<file path="src/rtl/decoder_pipe_n_if.sv">
// Write-back decode bus: index request in, one-hot write-enable vector and bookkeeping out.
interface decoder_pipe_n_if #(
    parameter int unsigned SEL_W = 5
);
    localparam int unsigned N = 1 << SEL_W;

    logic             enable;
    logic [SEL_W-1:0] input_select;
    logic             flush;
    logic             clear_written;
    logic [N-1:0]     output_select;
    logic             output_valid;
    logic [N-1:0]     written_map;
    logic [SEL_W-1:0] last_select;

    modport master (
        output enable,
        output input_select,
        output flush,
        output clear_written,
        input  output_select,
        input  output_valid,
        input  written_map,
        input  last_select
    );

    modport slave (
        input  enable,
        input  input_select,
        input  flush,
        input  clear_written,
        output output_select,
        output output_valid,
        output written_map,
        output last_select
    );
endinterface

</file>
<file path="src/rtl/decoder_pipe_n.sv">
// Pipelined SEL_W -> 2**SEL_W one-hot decoder with zero-register masking, flush,
// sticky written bitmap and last-written index tracking.
module decoder_pipe_n #(
    parameter int unsigned SEL_W     = 5,
    parameter int unsigned PIPE      = 1,
    parameter int unsigned ZERO_IDX  = 31,
    parameter int unsigned MASK_ZERO = 1
) (
    input logic              clk,
    input logic              reset_n,
    decoder_pipe_n_if.slave  bus
);
    localparam int unsigned N = 1 << SEL_W;
    localparam logic [SEL_W-1:0] ZeroSel = SEL_W'(ZERO_IDX);

    if (SEL_W < 1 || SEL_W > 6) begin : g_bad_sel_w
        $error("decoder_pipe_n: SEL_W must be in 1..6");
    end
    if (PIPE > 3) begin : g_bad_pipe
        $error("decoder_pipe_n: PIPE must be in 0..3");
    end
    if (ZERO_IDX >= N) begin : g_bad_zero_idx
        $error("decoder_pipe_n: ZERO_IDX must be below 2**SEL_W");
    end

    logic [N-1:0]     dec;
    logic             zero_hit;
    logic [N-1:0]     sel_out;
    logic [SEL_W-1:0] sel_enc;
    logic [N-1:0]     written_q;
    logic [SEL_W-1:0] last_sel_q;

    always_comb begin
        zero_hit = (MASK_ZERO != 0) && (bus.input_select == ZeroSel);
        dec      = '0;
        if (bus.enable && !zero_hit) begin
            dec[bus.input_select] = 1'b1;
        end
    end

    if (PIPE == 0) begin : g_comb
        assign sel_out = bus.flush ? '0 : dec;
    end else begin : g_pipe
        logic [N-1:0] stage_q [PIPE];

        // Flush clears the capture stage too, so the input seen during flush is dropped.
        always_ff @(posedge clk or negedge reset_n) begin
            if (!reset_n) begin
                for (int unsigned i = 0; i < PIPE; i++) begin
                    stage_q[i] <= '0;
                end
            end else if (bus.flush) begin
                for (int unsigned i = 0; i < PIPE; i++) begin
                    stage_q[i] <= '0;
                end
            end else begin
                stage_q[0] <= dec;
                for (int unsigned i = 1; i < PIPE; i++) begin
                    stage_q[i] <= stage_q[i-1];
                end
            end
        end

        assign sel_out = stage_q[PIPE-1];
    end

    always_comb begin
        sel_enc = '0;
        for (int unsigned i = 0; i < N; i++) begin
            if (sel_out[i]) begin
                sel_enc = SEL_W'(i);
            end
        end
    end

    // A clear coinciding with an output keeps that output's bit.
    always_ff @(posedge clk or negedge reset_n) begin
        if (!reset_n) begin
            written_q  <= '0;
            last_sel_q <= '0;
        end else begin
            written_q <= bus.clear_written ? sel_out : (written_q | sel_out);
            if (sel_out != '0) begin
                last_sel_q <= sel_enc;
            end
        end
    end

    assign bus.output_select = sel_out;
    assign bus.output_valid  = |sel_out;
    assign bus.written_map   = written_q;
    assign bus.last_select   = last_sel_q;
endmodule
</file>
<file path="src/flat_wrapper.sv">
// flat-port wrapper written by rule: the top's interface ports become plain ports
module decoder_pipe_n_flat 
#(
    parameter int unsigned SEL_W     = 5,
    parameter int unsigned PIPE      = 1,
    parameter int unsigned ZERO_IDX  = 31,
    parameter int unsigned MASK_ZERO = 1
)
  (clk, reset_n, bus_enable, bus_input_select, bus_flush, bus_clear_written, bus_output_select, bus_output_valid, bus_written_map, bus_last_select);
  decoder_pipe_n_if #(.SEL_W(SEL_W)) bus_i ();
  input logic clk;
  input logic reset_n;
  input wire logic [$bits(bus_i.enable)-1:0] bus_enable;
  input wire logic [$bits(bus_i.input_select)-1:0] bus_input_select;
  input wire logic [$bits(bus_i.flush)-1:0] bus_flush;
  input wire logic [$bits(bus_i.clear_written)-1:0] bus_clear_written;
  output wire logic [$bits(bus_i.output_select)-1:0] bus_output_select;
  output wire logic [$bits(bus_i.output_valid)-1:0] bus_output_valid;
  output wire logic [$bits(bus_i.written_map)-1:0] bus_written_map;
  output wire logic [$bits(bus_i.last_select)-1:0] bus_last_select;
  assign bus_i.enable = bus_enable;
  assign bus_i.input_select = bus_input_select;
  assign bus_i.flush = bus_flush;
  assign bus_i.clear_written = bus_clear_written;
  assign bus_output_select = bus_i.output_select;
  assign bus_output_valid = bus_i.output_valid;
  assign bus_written_map = bus_i.written_map;
  assign bus_last_select = bus_i.last_select;
  decoder_pipe_n #(.SEL_W(SEL_W), .PIPE(PIPE), .ZERO_IDX(ZERO_IDX), .MASK_ZERO(MASK_ZERO)) u_core (.clk(clk), .reset_n(reset_n), .bus(bus_i));
endmodule
</file>
<file path="config.mk">
export PLATFORM = sky130hd
export DESIGN_NAME = decoder_pipe_n_flat
export DESIGN_NICKNAME = d
export VERILOG_FILES = /design/src/rtl/decoder_pipe_n_if.sv /design/src/rtl/decoder_pipe_n.sv /design/src/flat_wrapper.sv
export SDC_FILE = /design/constraint.sdc
export NUM_CORES = 1
export LEC_CHECK = 0
export CAP_MARGIN = 20
export CELL_PAD_IN_SITES_DETAIL_PLACEMENT = 1
export CELL_PAD_IN_SITES_GLOBAL_PLACEMENT = 2
export CORE_AREA = 8 8 93 95
export DETAILED_ROUTE_END_ITERATION = 10
export DIE_AREA = 0 0 101 103
export DONT_BUFFER_PORTS = 1
export GPL_ROUTABILITY_DRIVEN = 0
export PLACE_DENSITY = 0.78
export SYNTH_ARGS = -nofsm -noshare
export SYNTH_HDL_FRONTEND = slang
export SYNTH_SLANG_ARGS = --single-unit
</file>
<file path="constraint.sdc">
create_clock -name clk -period 1.75 [get_ports clk]
set_clock_uncertainty 0.15 [all_clocks]
set_input_delay 0.2625 -clock clk [delete_from_list [all_inputs] [get_ports clk]]
set_output_delay 0.2625 -clock clk [all_outputs]
set_load 0.01 [all_outputs]
</file>
# ---- Yosys cells after proc, flatten, opt, wreduce, memory -nomap -nowiden
# Index checks and enable logic that the tools add are counted.
dict set report classes {
  reduce_logical 5
  bitwise 1
  n_eq_ne 1
  n_lt_le_gt_ge 2
  muxes 36
}
# cell n
set ops {}
lappend ops {{two-way mux 5 bit} 29}
lappend ops {{two-way mux 32 bit} 3}
lappend ops {{OR 32 bit} 1}
lappend ops {{nonzero test 32 bit} 1}
lappend ops {{OR reduction 32 bit} 1}
lappend ops {{less-than comparator 5 x 6 -> 1 bit, second input constant} 1}
lappend ops {{demux 1 bit (select 5 bit)} 1}
lappend ops {{== test 5 bit, second input constant} 1}
lappend ops {{greater-or-equal comparator 5 x 1 -> 1 bit, second input constant} 1}
lappend ops {{logical AND 1 bit} 2}
lappend ops {{two-way mux 1 bit} 2}
lappend ops {{two-way mux 2 bit} 1}
lappend ops {{zero test 1 bit} 1}
dict set report word_totals {
  regBits 69
  output_inout_bits 70
}

# ---- Logic depth before layout (Yosys ltp)
dict set report logic_depth {
  word_depth 31
  mapped_depth 6
}

# ---- Least setup slack after synthesis
# Ideal clock, no wire load.
dict set report synth_timing {
  kind {register -> register}
  start {register u_core.g_pipe.stage_q, in the netlist u_core.bus.output_select[23]}
  end {register u_core.last_sel_q[2] (netlist: u_core.bus.last_select[2])}
  required_time_ns 1.479
  stages_incl_launch_ff 6
  t_arrival_ns 1.389
  path_slack_ns 0.090
  synth_period_minus_slack_ns 1.660
  cell_sequence {dfrtp_1 nor4_4 nand4_2 nor3_4 inv_2 o22a_1}
}
dict set report synth_between {
  elab_chain_len 9
  word_cells_on_any_way 10
}
# element line_no
set synth_lines {}
lappend synth_lines {{start, declared} decoder_pipe_n.sv:44} ;# logic [N-1:0] stage_q [PIPE];
lappend synth_lines {{start signal, assigned by index} decoder_pipe_n.sv:59} ;# stage_q[i] <= stage_q[i-1];
lappend synth_lines {{two-way mux 5 bit (9 in series)} decoder_pipe_n.sv:70} ;# if (sel_out[i]) begin
lappend synth_lines {{end signal, assigned} decoder_pipe_n.sv:84} ;# last_sel_q <= sel_enc;
lappend synth_lines {{end, declared} decoder_pipe_n.sv:31} ;# logic [SEL_W-1:0] last_sel_q;
# Parallel ways exist; a longest one is shown, timed or not.
# A chain may end at the register's enable or synchronous reset.

# ---- Final worst setup path
dict set report layout_timing {
  start {register u_core.g_pipe.stage_q, in the netlist u_core.bus.output_select[3]}
  end {output port bus_output_valid}
}
dict set report layout_between {
  elab_chain_len 1
}
# element line_no
set layout_lines {}
lappend layout_lines {{OR reduction 32 bit} decoder_pipe_n.sv:90} ;# assign bus.output_valid = |sel_out;
lappend layout_lines {{end, declared} flat_wrapper.sv:18} ;# output wire logic [$bits(bus_i.output_valid)-1:0] bus_output_valid;
# No other way between the ends.

==> metrics.yaml <==
status:
  status: "finished with violations"
  violations: "hold timing, setup timing"
finish:
  nNetsFinal: 297
  drive_above_1_share: 0.284
  final_cells: 391
  diodes: 0
  areaGrowthSynthToFinish_pct: 29.6
power:
  power.density_nw_per_um2: 972
  clkPwrFrac: 0.469
  comb_power_share: 0.046
  finalPower_mw: 3.42
  p_leak_nw: 1.93
  p_sw_frac: 0.216
  p_switching_uw: 739
  peakVddDrop_mv: 0.405
  cellInternalPower_mw: 2.68
  seqPwrFrac: 0.485
yosys:
  synth_cells: 229
  yosysWarnings: 0
  synth.net_count: 239
  yosysSeqAreaShare: 0.636
  synth_area_sq_um: 2710
  synth_top_cell_area_share: 0.636
  avgSynthCellArea_sq_um: 11.9
  synth_seq_cells: 69
  synth_top_area_cell: "dfrtp_1"
  yosys-top-cells-area: "dfrtp_1 (64%), a21o_1 (8.6%), nor2_1 (6.1%)"
  synthDistinctLibCells: 38
run:
  drv_cap: 0
floorplanning:
  fp.dieH_microns: 103
  start_util: 0.380
  coreArea_sq_um: 7140
  die-area_sq_um: 10400
  chipWidth_microns: 101
  rows: 31
  io_pins: 80
clock_tree:
  cts_sinks: 69
  ctsHoldBuffers: 5
  clk_pin_slew_worst_paths_ps: 70
  cts_root_buf: "clkbuf_8"
  insertion_delay_ps: 340
  cts_made_buffers: 9
  ctsLongestPathBuffers: 2
  cts_tree: "done"
  cts_max_level: 3
grt:
  grt_max_degree: 70
  antenna_found_initial: 0
  grt_pass1_wl_microns: 12200
  overflow: 0
  first_global_vias: 2246
  grt_usage: 0.155
worst_setup_path:
  cp.arrival_ps: 1600
  crit_type: "reg2out"
  critPathMaxFanout: 3
  crit_path_start_kind: "flip-flop"
  required_ps: 1340
  end_kind: "primary output"
placed_design:
  post-place-cells: 365
  hpwl_microns: 5680
  numPortBuffers: 0
drt:
  via_count: 2013
  first_pass_iters: 4
  routed_wl_microns: 7760
  routed_via_density: 5.15
  final_antenna_net_count: 0
  avgRoutedWirePerCell_microns: 19.8
  drt_iter0_drc: 71
  drc: 0
timing:
  post-route-period-util: 1.15
  setup_ws_ps: -261
  slew_violations: 0
  holdWs_ps: -542
  rsz0062_at_grt: "true"
  fmax_ghz: 0.497
  setup_viol: 1
  hold_violations: 69
  finalCriticalPeriod_ps: 2010
min_path:
  hold_path.class: "in2async"
-- per-stage QoR --
stage                     area (sq um)  TNS, ps   util  worst slack, ps
after floorplan                   2710        0      -             89.7
after detailed placement          3130     -453  0.439             -163
after CTS                         3480     -304  0.487             -304
after global placement            3130     -418  0.439             -148
final                             3520     -261  0.493             -261
after global routing              3520     -527  0.493             -379
-- cell families (layout without fill, tap and decap cells) --
logic type / count (synthesis) / in the layout / share of synthesized area
other cells: 1 / 1 / 0.00138
buf+inv: 12 / 75 / 0.0166
simple gates: 90 / 90 / 0.191
compound gates: 57 / 57 / 0.154
flops: 69 / 69 / 0.636
-- layout make-up --
type / instances / area [sq um]
Tap cell: 99 / 124
Inverter: 7 / 26.3
Clock inverter: 6 / 110
Multi-Input combinational cell: 148 / 986
Timing Repair Buffer: 52 / 403
Fill cell: 796 / 3620
Sequential cell: 69 / 1730
Clock buffer: 10 / 138
-- cell usage after synthesis (all sizes together) --
cell type / n
nand4: 1
conb: 1
nand3: 6
a211o: 1
or3b: 1
o21bai: 2
nor4: 10
a21o: 33
a221oi: 1
nand2: 12
o211a: 1
nor2: 44
o21ai: 4
dfrtp: 69
or2b: 1
nand3b: 1
o311ai: 1
a21oi: 5
o22a: 1
o311a: 1
clkbuf: 5
a31oi: 2
o31ai: 1
nor3: 6
a211oi: 1
nand2b: 1
inv: 7
or3: 2
a32o: 1
nor2b: 5
o221ai: 1
o211ai: 1
-- critical path, stage by stage (launching register included) --
cell and delay [ps]:
dfrtp_1 410, nor4_4 300, buf_4 170, nand2_2 80, nor3_4 210, inv_2 90
-- flip-flops by register name (all words and copies together), names as in the netlist --
name                      cells
u_core.bus.last_select        5
u_core.bus.output_select     32
u_core.bus.written_map       32
-- layout by cell type (no fill, tap or decap), types with 2 or more instances in the layout --
cell | synthesis | routed
a21o_2 | 2 | 2
nor4_4 | 5 | 8
nand2_2 | 0 | 2
nor2_1 | 44 | 44
clkbuf_8 | 0 | 10
dfrtp_2 | 0 | 2
dlygate4sd3_1 | 0 | 5
nor2b_1 | 5 | 5
buf_4 | 0 | 47
o21bai_1 | 2 | 2
a31oi_1 | 2 | 2
inv_1 | 6 | 6
dfrtp_1 | 69 | 67
clkinvlp_4 | 0 | 2
a21oi_1 | 5 | 5
nor3_1 | 5 | 5
nand2_1 | 12 | 10
bufinv_16 | 0 | 3
o21ai_0 | 4 | 4
a21o_1 | 31 | 31
nand3_1 | 6 | 6
-- final timing paths --
kind                                                           to  slack, ps  cells past startpoint                             startpoint
min in group clk           u_core.bus.output_select[14]$_DFF_PN0_         10                      2                    bus_input_select[3]
min                           u_core.bus.written_map[1]$_DFF_PN0_       -540                      0                                reset_n
max reg2reg                 u_core.bus.last_select[2]$_DFFE_PN0P_         40                      6  u_core.bus.output_select[3]$_DFF_PN0_
min reg2reg                  u_core.bus.written_map[31]$_DFF_PN0_        410                      1   u_core.bus.written_map[31]$_DFF_PN0_
max in group asynchronous  u_core.bus.output_select[16]$_DFF_PN0_       1880                      0                                reset_n
max                                              bus_output_valid       -260                      5  u_core.bus.output_select[3]$_DFF_PN0_
-- routing by layer --
| layer | vias up | wire [microns] | GRT usage |
|---|---|---|---|
| li1 | 918 | - | - |
| met2 | 51 | 3950 | 0.265 |
| met1 | 1033 | 3270 | 0.177 |
| met3 | 11 | 406 | 0.0338 |
| met5 | - | 0 | 0 |
| met4 | 0 | 136 | 0.0859 |
-- power by group through the flow --
stage	Sequential [mW]	Combinational [mW]	Clock [mW]
finish	1.66	0.156	1.60
global route	1.66	0.173	1.70
CTS	1.66	0.155	1.63
detailed placement	1.69	0.139	0
global placement	1.69	0.136	0
floorplan	1.69	0.0879	0
-- what timing repair did --
item                       in CTS  in global routing
hold endpoints to repair       85                 69
gates resized for setup         4                  6
setup buffers                   3                  2
setup endpoints to repair       4                  5
pin swaps                       5                  6
No activity file was read; power rests on OpenSTA's default activity.
